File: src/rtl/boolean_function_sweeper.sv
// boolean_function_sweeper
//   Drives the eight {a,b,c} combinations onto a 3-input combinational
//   function. Each combination is held for HOLD_CYCLES clocks and y is
//   then sampled into a working truth table. When the sweep completes,
//   the table is compared against EXPECTED and the result registers are
//   loaded.
//
// Parameters
//   HOLD_CYCLES  cycles each vector is held before y is sampled (1..15)
//   EXPECTED     expected truth table; bit i is y for {a,b,c} = i
//
// Ports
//   clk, rst_n      clock; asynchronous active-low reset
//   start           sweep request, accepted only when idle
//   y               output of the function under test
//   a, b, c         function inputs (a = MSB of the vector index)
//   busy            high while vectors are being applied
//   done            one-cycle pulse on the cycle the results update
//   truth_table     table captured by the last completed sweep
//   pass            truth_table == EXPECTED
//   mismatch_count  popcount(truth_table ^ EXPECTED)
//   first_fail_idx  lowest differing index (0 when pass)
module boolean_function_sweeper #(
    parameter int         HOLD_CYCLES = 2,
    parameter logic [7:0] EXPECTED    = 8'hEA
) (
    input  logic       clk,
    input  logic       rst_n,
    input  logic       start,
    input  logic       y,
    output logic       a,
    output logic       b,
    output logic       c,
    output logic       busy,
    output logic       done,
    output logic [7:0] truth_table,
    output logic       pass,
    output logic [3:0] mismatch_count,
    output logic [2:0] first_fail_idx
);

    // hcnt only has to reach HOLD_CYCLES-1, so it needs at least one bit.
    localparam int            HW    = (HOLD_CYCLES > 1) ? $clog2(HOLD_CYCLES) : 1;
    localparam logic [HW-1:0] HLAST = HW'(HOLD_CYCLES - 1);

    typedef enum logic [1:0] {IDLE, APPLY, DONE} state_t;

    state_t        state, state_nxt;
    logic [2:0]    idx, idx_nxt;
    logic [HW-1:0] hcnt, hcnt_nxt;
    logic [7:0]    work, work_nxt;
    logic          sample;
    logic          load;
    logic [7:0]    diff;

    function automatic logic [3:0] popcnt8(input logic [7:0] v);
        logic [3:0] n;
        n = '0;
        for (int i = 0; i < 8; i++) n = n + {3'b000, v[i]};
        return n;
    endfunction

    function automatic logic [2:0] lowest_set(input logic [7:0] v);
        logic [2:0] f;
        f = '0;
        for (int i = 7; i >= 0; i--) if (v[i]) f = 3'(i);
        return f;
    endfunction

    // The sample edge is the last cycle of a vector's hold window.
    assign sample = (state == APPLY) && (hcnt == HLAST);
    // On the final sample the results are taken from work_nxt. That way
    // bit 7, sampled on the same edge, is included.
    assign load   = sample && (idx == 3'd7);
    assign diff   = work_nxt ^ EXPECTED;

    always_comb begin
        state_nxt = state;
        idx_nxt   = idx;
        hcnt_nxt  = hcnt;
        work_nxt  = work;
        case (state)
            IDLE: begin
                if (start) begin
                    state_nxt = APPLY;
                    idx_nxt   = '0;
                    hcnt_nxt  = '0;
                end
            end
            APPLY: begin
                if (!sample) begin
                    hcnt_nxt = hcnt + 1'b1;
                end else begin
                    work_nxt[idx] = y;
                    if (idx == 3'd7) begin
                        state_nxt = DONE;
                    end else begin
                        idx_nxt  = idx + 3'd1;
                        hcnt_nxt = '0;
                    end
                end
            end
            DONE:    state_nxt = IDLE;
            default: state_nxt = IDLE;
        endcase
    end

    always_ff @(posedge clk or negedge rst_n) begin
        if (!rst_n) begin
            state <= IDLE;
            idx   <= '0;
            hcnt  <= '0;
            work  <= '0;
        end else begin
            state <= state_nxt;
            idx   <= idx_nxt;
            hcnt  <= hcnt_nxt;
            work  <= work_nxt;
        end
    end

    // The result registers only change at completion. They hold through
    // later starts, so a partially filled table is never visible.
    always_ff @(posedge clk or negedge rst_n) begin
        if (!rst_n) begin
            truth_table    <= '0;
            pass           <= 1'b0;
            mismatch_count <= '0;
            first_fail_idx <= '0;
        end else if (load) begin
            truth_table    <= work_nxt;
            pass           <= (diff == 8'h00);
            mismatch_count <= popcnt8(diff);
            first_fail_idx <= lowest_set(diff);
        end
    end

    assign {a, b, c} = (state == APPLY) ? idx : 3'b000;
    assign busy      = (state == APPLY);
    assign done      = (state == DONE);

endmodule

File: config.mk
export PLATFORM = sky130hd
export DESIGN_NAME = boolean_function_sweeper
export DESIGN_NICKNAME = d
export VERILOG_FILES = /design/src/rtl/boolean_function_sweeper.sv
export SDC_FILE = /design/constraint.sdc
export NUM_CORES = 1
export LEC_CHECK = 0
export CAP_MARGIN = 5
export CORE_AREA = 4 4 77 79
export DETAILED_ROUTE_END_ITERATION = 12
export DIE_AREA = 0 0 81 83
export PLACE_DENSITY = 0.65
export SETUP_SLACK_MARGIN = 0.02
export SYNTH_ARGS = -nofsm -noshare
export SYNTH_HDL_FRONTEND = slang
export SYNTH_SLANG_ARGS = --single-unit
File: constraint.sdc
create_clock -name clk -period 10.1 [get_ports clk]
set_input_delay 1.01 -clock clk [delete_from_list [all_inputs] [get_ports clk]]
set_output_delay 1.01 -clock clk [all_outputs]
set_load 0.05 [all_outputs]
==> flow_metrics.py, run 1 <==
metrics = {
    "drt": {
        "wire_per_inst_um": 13.75,
        "first_pass_iters": 4,
        "drt_wl_total_mm": 3.755,
        "via_per_inst": 4.971,
        "vias": 1357,
        "drc_errors": 0,
        "drtIter0Drc": 66,
        "drt.antenna.violating_nets": 0,
    },
    "final_layout": {
        "layout-drive-gt1-share_pct": 11.94,
        "multiInputGateArea_um2": 932.1,
        "final_cell_mix": "dfrtp_1, clkdlybuf4s50_1, nand2_1, inv_1, nor2_1",
        "final_common_cell": "dfrtp_1",
        "diodes": 0,
        "n_fill_cell": 560,
        "fin_nets": 213,
        "instances_no_fill": 273,
        "areaGrowthSynthToFinish_pct": 20.24,
        "seq_area_um2": 750.7,
    },
    "timing": {
        "fin_tns_setup_ns": 0,
        "max_freq_ghz": 0.2341,
        "max_slew_margin_pct": 55.97,
        "post-route-min-period_ns": 4.271,
        "finalHoldViolCount": 0,
        "layout_setup_ws_ns": 5.829,
        "maxSlewViolCount": 0,
        "post-route-period-util_pct": 42.29,
        "holdWs_ns": 0.4812,
        "clock_skew_ns": 0.006439,
        "rsz0062_at_grt": "no",
        "worst_pin_slew_ns": 0.6570,
        "setup_viol": 0,
    },
    "critical_path": {
        "reg2regPathDepth": 12,
        "worstPathRequired_ns": 10.29,
        "cp-end-kind": "flop",
        "worstSetupStartpointType": "primary input",
        "cp_common_cell": "fa_1",
        "crit_fanout": 15,
        "max_stage_delay_ns": 0.78,
        "cp_cell_sequence": "clkdlybuf4s50_1 > a31oi_1 > fa_1 > fa_1 > fa_1 > inv_1 > ha_1 > inv_1 > fa_1 > xor2_1 > o21ai_0",
        "slowest_stage": "clkdlybuf4s50_1",
        "worst_ep_arrival_time_ns": 4.46,
        "critical_path_class": "in2reg",
    },
    "synth": {
        "yosys.cell_types.count": 55,
        "synth_area_leader_cell": "dfrtp_1",
        "syn-cell-area_um2": 1799,
        "synthArstFlopShare_pct": 100.0,
        "synth-seq-area-share_pct": 41.72,
        "synth_seq_cells": 30,
        "synth.area.top_cells": "dfrtp_1, fa_1, mux2_2",
        "synth-main-ff-cell": "dfrtp_1",
        "synth_warnings": 0,
        "synth_cells": 179,
        "yosysTopAreaCellShare_pct": 41.72,
        "avgSynthCellArea_um2": 10.05,
        "syn-num-nets": 192,
        "synth_edf_count": 0,
    },
    "grt": {
        "grt_util_all_layers_pct": 12.61,
        "grt-ovfl-total": 0,
        "grt_pass1_wl_mm": 6.665,
        "grt_max_degree": 31,
        "first_global_vias": 1407,
        "antenna_found_initial": 0,
    },
    "min_path": {
        "hold_path_depth": 2,
        "min_path_type": "reg2reg",
    },
    "die": {
        "io_pins": 25,
        "fp.dieH_um": 83,
        "die_area_um2": 6723,
        "start_util_pct": 33.71,
        "rows": 27,
        "die_w_um": 81,
        "fp.coreArea_um2": 5338,
    },
    "clock_network": {
        "cts_buffers": 5,
        "cts-root-buf": "clkbuf_8",
        "cts_tree": "built",
        "postCtsSetupBuffers": 0,
        "cts_resized": 0,
        "clk_path_buf_depth": 2,
        "clk_pin_slew_ns": 0.07,
        "clock-sinks": 30,
        "h-tree-depth": 2,
        "hold_buffers": 0,
        "clk_latency_ns": 0.28,
    },
    "place": {
        "routabilityCongestion": 0.8510,
        "place_hpwl_mm": 2.724,
        "dp_worst_setup_slack_ns": 5.518,
        "placedCellCount": 265,
        "io_buffers": 24,
    },
    "status": {
        "status": "finished, final reports clean",
    },
    "flow_run": {
        "drv_cap": 0,
    },
}
synthesized netlist by cell type (3+ instances only):
master and number:
and2_1 3, nor2_1 9, a21oi_1 6, fa_1 4, buf_2 3, nand4b_1 3
ha_1 5, nand2_1 21, nor2b_1 4, clkbuf_1 3, mux2_2 7, buf_4 3
inv_1 13, o21ai_0 3, a22o_1 6, nand3b_1 3, nand2b_1 4, dfrtp_1 30
flip-flops by register name (all words and copies together) (netlist names):
name and cells:
truth_table 8, idx 3, pass 1, mismatch_count 4
hcnt 1, state 2, first_fail_idx 3, work 8
stage by stage:
step	utilization (%)	instance area, µm²
2_1_floorplan	-	1799
3_3_place_gp	38.84	2073
3_5_place_dp	38.84	2073
4_1_cts	40.53	2163
5_1_grt	40.53	2163
6_report	40.53	2163
critical path, delay by kind of cell:
kind	cells	cell delay [ns]
buf+inv	3	0.89
xor+xnor	1	0.15
compound gates	2	0.40
fa+ha+maj	5	2.02
worst paths after layout:
path / endpoint / start / slack, ns
worst max register to register: mismatch_count[2]$_DFFE_PN0P_ / state[0]$_DFFE_PN0P_ / 6.17
max in group asynchronous: idx[2]$_DFFE_PN0P_ / rst_n / 8.69
worst min register to register: truth_table[1]$_DFFE_PN0P_ / truth_table[1]$_DFFE_PN0P_ / 0.48
min in group asynchronous: mismatch_count[2]$_DFFE_PN0P_ / rst_n / 1.12
worst max-delay path: mismatch_count[2]$_DFFE_PN0P_ / y / 5.83
worst min-delay path: truth_table[1]$_DFFE_PN0P_ / truth_table[1]$_DFFE_PN0P_ / 0.48
per-layer routing:
layer | up-vias | share of wire, % | GRT usage [%]
met3 | 2 | 3.1 | 3.579
met2 | 27 | 49 | 20.09
met5 | - | 0 | 0
li1 | 674 | - | -
met4 | 0 | 0.40 | 2.765
met1 | 654 | 48 | 16.90
cell families (layout without fill, tap and decap cells):
logic type / Yosys count / in the layout / share of synthesized area (%)
muxes: 11 / 11 / 7.441
xor gates and xnor gates: 2 / 2 / 0.9738
buffers and inverters: 25 / 47 / 6.467
DFF: 30 / 30 / 41.72
and+or+nand+nor: 68 / 68 / 21.63
adders and majority gates: 9 / 9 / 7.928
AOI/OAI and AO/OA: 34 / 34 / 13.84
layout make-up:
type | instances | area share [%]
Sequential cell | 30 | 34.70
Clock inverter | 3 | 0.9832
Inverter | 14 | 2.429
Clock buffer | 5 | 3.181
Tap cell | 72 | 4.164
Multi-Input combinational cell | 124 | 43.09
Timing Repair Buffer | 25 | 11.45
Power of run 1 is left out: the tool's default activity adds up to more than one toggle a clock period on the data nets, which glitch-free logic cannot reach.
==> run 2, diff against run 1 <==
==> constraint.sdc (replaced) <==
create_clock -name clk -period 4 [get_ports clk]
set_input_delay 0.4 -clock clk [delete_from_list [all_inputs] [get_ports clk]]
set_output_delay 0.4 -clock clk [all_outputs]
set_load 0.05 [all_outputs]
==> run 2 against run 1 <==
Global-route usage rose by 0.51 points. Via count grew 3.7%. Final area is 3.8% higher. Critical path depth grew 1. Die area unchanged. Cell count is 4.0% higher.
==> flow_metrics.py, run 2 (synthesis gave the netlist of run 1 again) <==
metrics = {
    "status": {
        "status": "finished, final reports clean",
    },
    "final_layout": {
        "n_fill_cell": 548,
        "largestRegisters": "truth_table x8, work x8, mismatch_count x4",
        "final_common_cell": "dfrtp_1",
        "areaGrowthSynthToFinish_pct": 24.83,
        "layout-drive-gt1-share_pct": 16.51,
        "stdcell_area_um2": 2246,
        "fin_nets": 224,
        "final_cell_mix": "dfrtp_1, clkdlybuf4s50_1, nand2_1, inv_1, buf_4",
        "diodes": 0,
    },
    "clock_network": {
        "cts-root-buf": "clkbuf_8",
        "clock-sinks": 30,
        "clk_latency_ns": 0.29,
        "h-tree-depth": 2,
        "hold_buffers": 0,
        "cts_tree": "built",
        "cts_buffers": 5,
        "postCtsSetupBuffers": 0,
        "cts_resized": 0,
        "clk_path_buf_depth": 2,
        "clk_pin_slew_ns": 0.07,
    },
    "flow_run": {
        "drv_cap": 0,
    },
    "grt": {
        "use_met2_pct": 19.87,
        "grt_util_all_layers_pct": 13.12,
        "grt_busiest_layer": "met2",
        "grt_pass1_wl_mm": 6.955,
        "grt-ovfl-total": 0,
        "met3_usage_pct": 3.905,
        "grt_max_degree": 20,
        "first_global_vias": 1435,
        "grt_use_met1_pct": 17.58,
        "antenna_found_initial": 0,
    },
    "min_path": {
        "hold_path_depth": 2,
        "whs_endpoint": "truth_table[1]$_DFFE_PN0P_",
        "hold_start": "truth_table[1]$_DFFE_PN0P_",
        "min_path_type": "reg2reg",
    },
    "timing": {
        "fin_tns_setup_ns": 0,
        "rsz0062_at_grt": "no",
        "max_freq_ghz": 0.2683,
        "max_slew_margin_pct": 45.44,
        "post-route-min-period_ns": 3.727,
        "setup_viol": 0,
        "post-route-period-util_pct": 93.19,
        "maxSlewViolCount": 0,
        "clock_skew_ns": 0.005228,
        "finalHoldViolCount": 0,
        "worst_pin_slew_ns": 0.8159,
    },
    "critical_path": {
        "startpoint": "state[1]$_DFFE_PN0P_",
        "crit_fanout": 10,
        "slowest_stage": "fa_1",
        "max_stage_delay_ns": 0.51,
        "r2r-start": "state[1]$_DFFE_PN0P_",
        "worstPathRequired_ns": 4.21,
        "reg2reg_to": "mismatch_count[2]$_DFFE_PN0P_",
        "worstSetupStartpointType": "flop",
        "cp_cell_sequence": "and4b_1 > buf_4 > a31oi_1 > fa_1 > fa_1 > fa_1 > inv_1 > ha_1 > inv_1 > fa_1 > xor2_1 > o21ai_0",
        "cp_common_cell": "fa_1",
        "r2r_slack_ns": 0.27,
        "worst_ep_arrival_time_ns": 3.94,
        "cp-end-kind": "flop",
        "critical_path_class": "reg2reg",
        "reg2regPathDepth": 12,
    },
    "drt": {
        "wire_per_inst_um": 14.14,
        "drc_errors": 0,
        "drt.antenna.violating_nets": 0,
        "drtIter0Drc": 58,
        "first_pass_iters": 4,
        "drt_wl_total_mm": 4.016,
        "via_per_inst": 4.954,
        "vias": 1407,
    },
    "place": {
        "placed_area_um2": 2156,
        "routabilityCongestion": 0.8516,
        "io_buffers": 24,
        "place_hpwl_mm": 3.024,
    },
    "die": {
        "io_pins": 25,
        "die_area_um2": 6723,
        "fp.coreArea_um2": 5338,
        "fp.dieH_um": 83,
        "start_util_pct": 33.71,
        "die_w_um": 81,
        "rows": 27,
    },
}
## run 2: changes by cell type in the layout (fill, tap and decap cells not counted), sizes merged
cell  before  now
buf        1   12
## run 2: critical path: cells and delay by family (launching register included)
kind | cells | cell delay (ns)
adders and majority gates | 5 | 1.95
and+or+nand+nor | 1 | 0.26
AOI/OAI and AO/OA | 2 | 0.53
DFF | 1 | 0.47
xor gates and xnor gates | 1 | 0.15
buffers and inverters | 3 | 0.30
## run 2: worst max path at each step
stage,endpoint,slack [ns],cells after the start
final,mismatch_count[2]$_DFFE_PN0P_,0.27,12
after CTS,mismatch_count[2]$_DFFE_PN0P_,0.23,12
after global routing,mismatch_count[2]$_DFFE_PN0P_,0.07,12
after detailed placement,mismatch_count[2]$_DFFE_PN0P_,0.12,11
after global placement,mismatch_count[2]$_DFFE_PN0P_,0.26,11
after floorplan,mismatch_count[2]$_DFFE_PN0P_,0.46,14
## run 2: per-stage QoR
step	setup WS (ns)	utilization (%)	hold WS, ns	std cells
after floorplan	0.4585	-	0.1044	179
after global placement	0.2633	40.39	0.4647	276
after detailed placement	0.1195	40.39	0.4662	276
after CTS	0.2264	42.08	0.4872	284
after global routing	0.07312	42.08	0.5024	284
final	0.2726	42.08	0.4786	284
## run 2: cell type report
type / instances / area (µm²) / area share (%)
multi-input combinational: 124 / 932.1 / 41.50
sequential: 30 / 750.7 / 33.43
timing repair buffer: 36 / 330.3 / 14.71
tap: 72 / 90.09 / 4.011
clock buffer: 5 / 68.82 / 3.064
inverter: 14 / 52.55 / 2.340
clock inverter: 3 / 21.27 / 0.9471
## run 2: per-layer routing
layer	vias to the layer above	share of wire [%]
met5	-	0
met4	0	2.2
met3	11	4.8
met2	32	47
met1	669	46
li1	695	-
Power of run 2 is left out for the same reason.
==> run 3, diff against run 2 <==
--- a/config.mk
+++ b/config.mk
@@ -6,10 +6,12 @@
 export NUM_CORES = 1
 export LEC_CHECK = 0
 export CAP_MARGIN = 5
-export CORE_AREA = 4 4 77 79
+export CELL_PAD_IN_SITES_DETAIL_PLACEMENT = 1
+export CELL_PAD_IN_SITES_GLOBAL_PLACEMENT = 2
+export CORE_AREA = 4 4 78 80
 export DETAILED_ROUTE_END_ITERATION = 12
-export DIE_AREA = 0 0 81 83
-export PLACE_DENSITY = 0.65
+export DIE_AREA = 0 0 82 84
+export PLACE_DENSITY = 0.88
 export SETUP_SLACK_MARGIN = 0.02
 export SYNTH_ARGS = -nofsm -noshare
 export SYNTH_HDL_FRONTEND = slang
==> run 3 against run 2 <==
Sequential share of layout area up 0.21 points. Count of clock-buffer cells in the layout grew 2. Worst setup slack improved by 0.064 ns. Final area decreased by 0.61%.
==> flow_metrics.py, run 3 (synthesis gave the netlist of run 1 again) <==
metrics = {
    "critical_path": {
        "r2r_slack_ns": 0.34,
        "reg2regPathDepth": 12,
        "worst_ep_arrival_time_ns": 3.87,
        "cp-end-kind": "flop",
        "critical_path_class": "reg2reg",
        "r2r-start": "state[1]$_DFFE_PN0P_",
        "reg2reg_to": "mismatch_count[2]$_DFFE_PN0P_",
        "crit_fanout": 10,
        "worstPathRequired_ns": 4.20,
        "worstSetupStartpointType": "flop",
    },
    "die": {
        "fp.dieH_um": 84,
        "io_pins": 25,
        "die_w_um": 82,
        "fp.coreArea_um2": 5405,
        "rows": 27,
        "die_area_um2": 6888,
        "start_util_pct": 33.29,
    },
    "timing": {
        "finalHoldViolCount": 0,
        "fin_tns_setup_ns": 0,
        "maxSlewViolCount": 0,
        "max_slew_margin_pct": 64.54,
        "max_freq_ghz": 0.2730,
        "clock_skew_ns": 0.002609,
        "rsz0062_at_grt": "no",
        "post-route-min-period_ns": 3.663,
        "worst_pin_slew_ns": 0.5184,
        "setup_viol": 0,
        "post-route-period-util_pct": 91.58,
    },
    "min_path": {
        "min_path_type": "reg2reg",
        "whs_endpoint": "truth_table[3]$_DFFE_PN0P_",
        "hold_start": "truth_table[3]$_DFFE_PN0P_",
        "hold_path_depth": 2,
    },
    "final_layout": {
        "areaGrowthSynthToFinish_pct": 24.06,
        "final_common_cell": "dfrtp_1",
        "seq_area_um2": 750.7,
        "layout-drive-gt1-share_pct": 15.24,
        "postLayoutCoreUtil_pct": 41.30,
        "final_cell_mix": "dfrtp_1, clkdlybuf4s50_1, nand2_1, inv_1, buf_4",
        "fin_nets": 222,
        "n_fill_cell": 629,
        "diodes": 0,
        "multiInputGateArea_um2": 932.1,
        "largestRegisters": "truth_table x8, work x8, mismatch_count x4",
    },
    "place": {
        "place_hpwl_mm": 3.280,
        "io_buffers": 24,
        "routabilityCongestion": 0.7774,
    },
    "drt": {
        "first_pass_iters": 4,
        "drtIter0Drc": 35,
        "drc_errors": 0,
        "via_per_inst": 5.007,
        "drt.antenna.violating_nets": 0,
        "wire_per_inst_um": 15.52,
        "drt_wl_total_mm": 4.378,
        "vias": 1412,
    },
    "clock_network": {
        "cts_tree": "built",
        "clk_pin_slew_ns": 0.06,
        "h-tree-depth": 2,
        "cts_buffers": 5,
        "clk_path_buf_depth": 2,
        "hold_buffers": 0,
        "cts-root-buf": "clkbuf_8",
        "clk_latency_ns": 0.28,
        "postCtsSetupBuffers": 0,
        "cts_resized": 0,
        "clock-sinks": 30,
    },
    "grt": {
        "grt_max_degree": 31,
        "grt-ovfl-total": 0,
        "grt_util_all_layers_pct": 13.95,
        "first_global_vias": 1513,
        "grt_pass1_wl_mm": 7.458,
        "antenna_found_initial": 0,
    },
    "flow_run": {
        "drv_cap": 0,
    },
    "status": {
        "status": "finished, final reports clean",
    },
}
-- run 3: final cells by class --
type	count	area share, %
Sequential cell	30	33.63
Tap cell	72	4.036
Clock inverter	1	0.2242
Timing Repair Buffer	34	14.13
Multi-Input combinational cell	124	41.76
Inverter	14	2.354
Clock buffer	7	3.868
-- run 3: layer usage --
metal / wire (µm) / part of all wire (%) / up-vias / global-route usage (%)
met1: 1962 / 45 / 688 / 17.88
li1: - / - / 691 / -
met4: 85 / 1.9 / 0 / 4.381
met5: 0 / 0 / - / 0
met2: 2202 / 50 / 25 / 23.00
met3: 128 / 2.9 / 8 / 3.024
-- run 3: how the worst max path moves through the flow --
stage | startpoint | endpoint | slack [ns]
final | state[1]$_DFFE_PN0P_ | mismatch_count[2]$_DFFE_PN0P_ | 0.34
after global routing | hcnt$_DFFE_PN0P_ | mismatch_count[2]$_DFFE_PN0P_ | 0.15
after CTS | state[1]$_DFFE_PN0P_ | mismatch_count[2]$_DFFE_PN0P_ | 0.29
after detailed placement | y | mismatch_count[2]$_DFFE_PN0P_ | 0.10
after global placement | y | mismatch_count[2]$_DFFE_PN0P_ | 0.28
after floorplan | state[1]$_DFFE_PN0P_ | mismatch_count[2]$_DFFE_PN0P_ | 0.46
-- run 3: worst max-delay path, cell delays in order (launching register included) --
cell and delay [ns]:
dfrtp_1 0.47, and4bb_4 0.43, a21oi_1 0.09, a31o_2 0.24
fa_1 0.47, fa_1 0.51, fa_1 0.41, inv_1 0.07
ha_1 0.18, inv_1 0.06, fa_1 0.38, xor2_1 0.15
o21ai_0 0.13
-- run 3: through the flow --
step	instances	setup WS [ns]	hold WS (ns)	cell area, µm²
after floorplan	179	0.4585	0.1044	1799
after global placement	274	0.2782	0.4632	2141
after detailed placement	274	0.1032	0.4761	2141
after CTS	282	0.2933	0.4912	2232
after global routing	282	0.1531	0.5175	2232
final	282	0.3369	0.4833	2232
Power of run 3 is left out for the same reason.
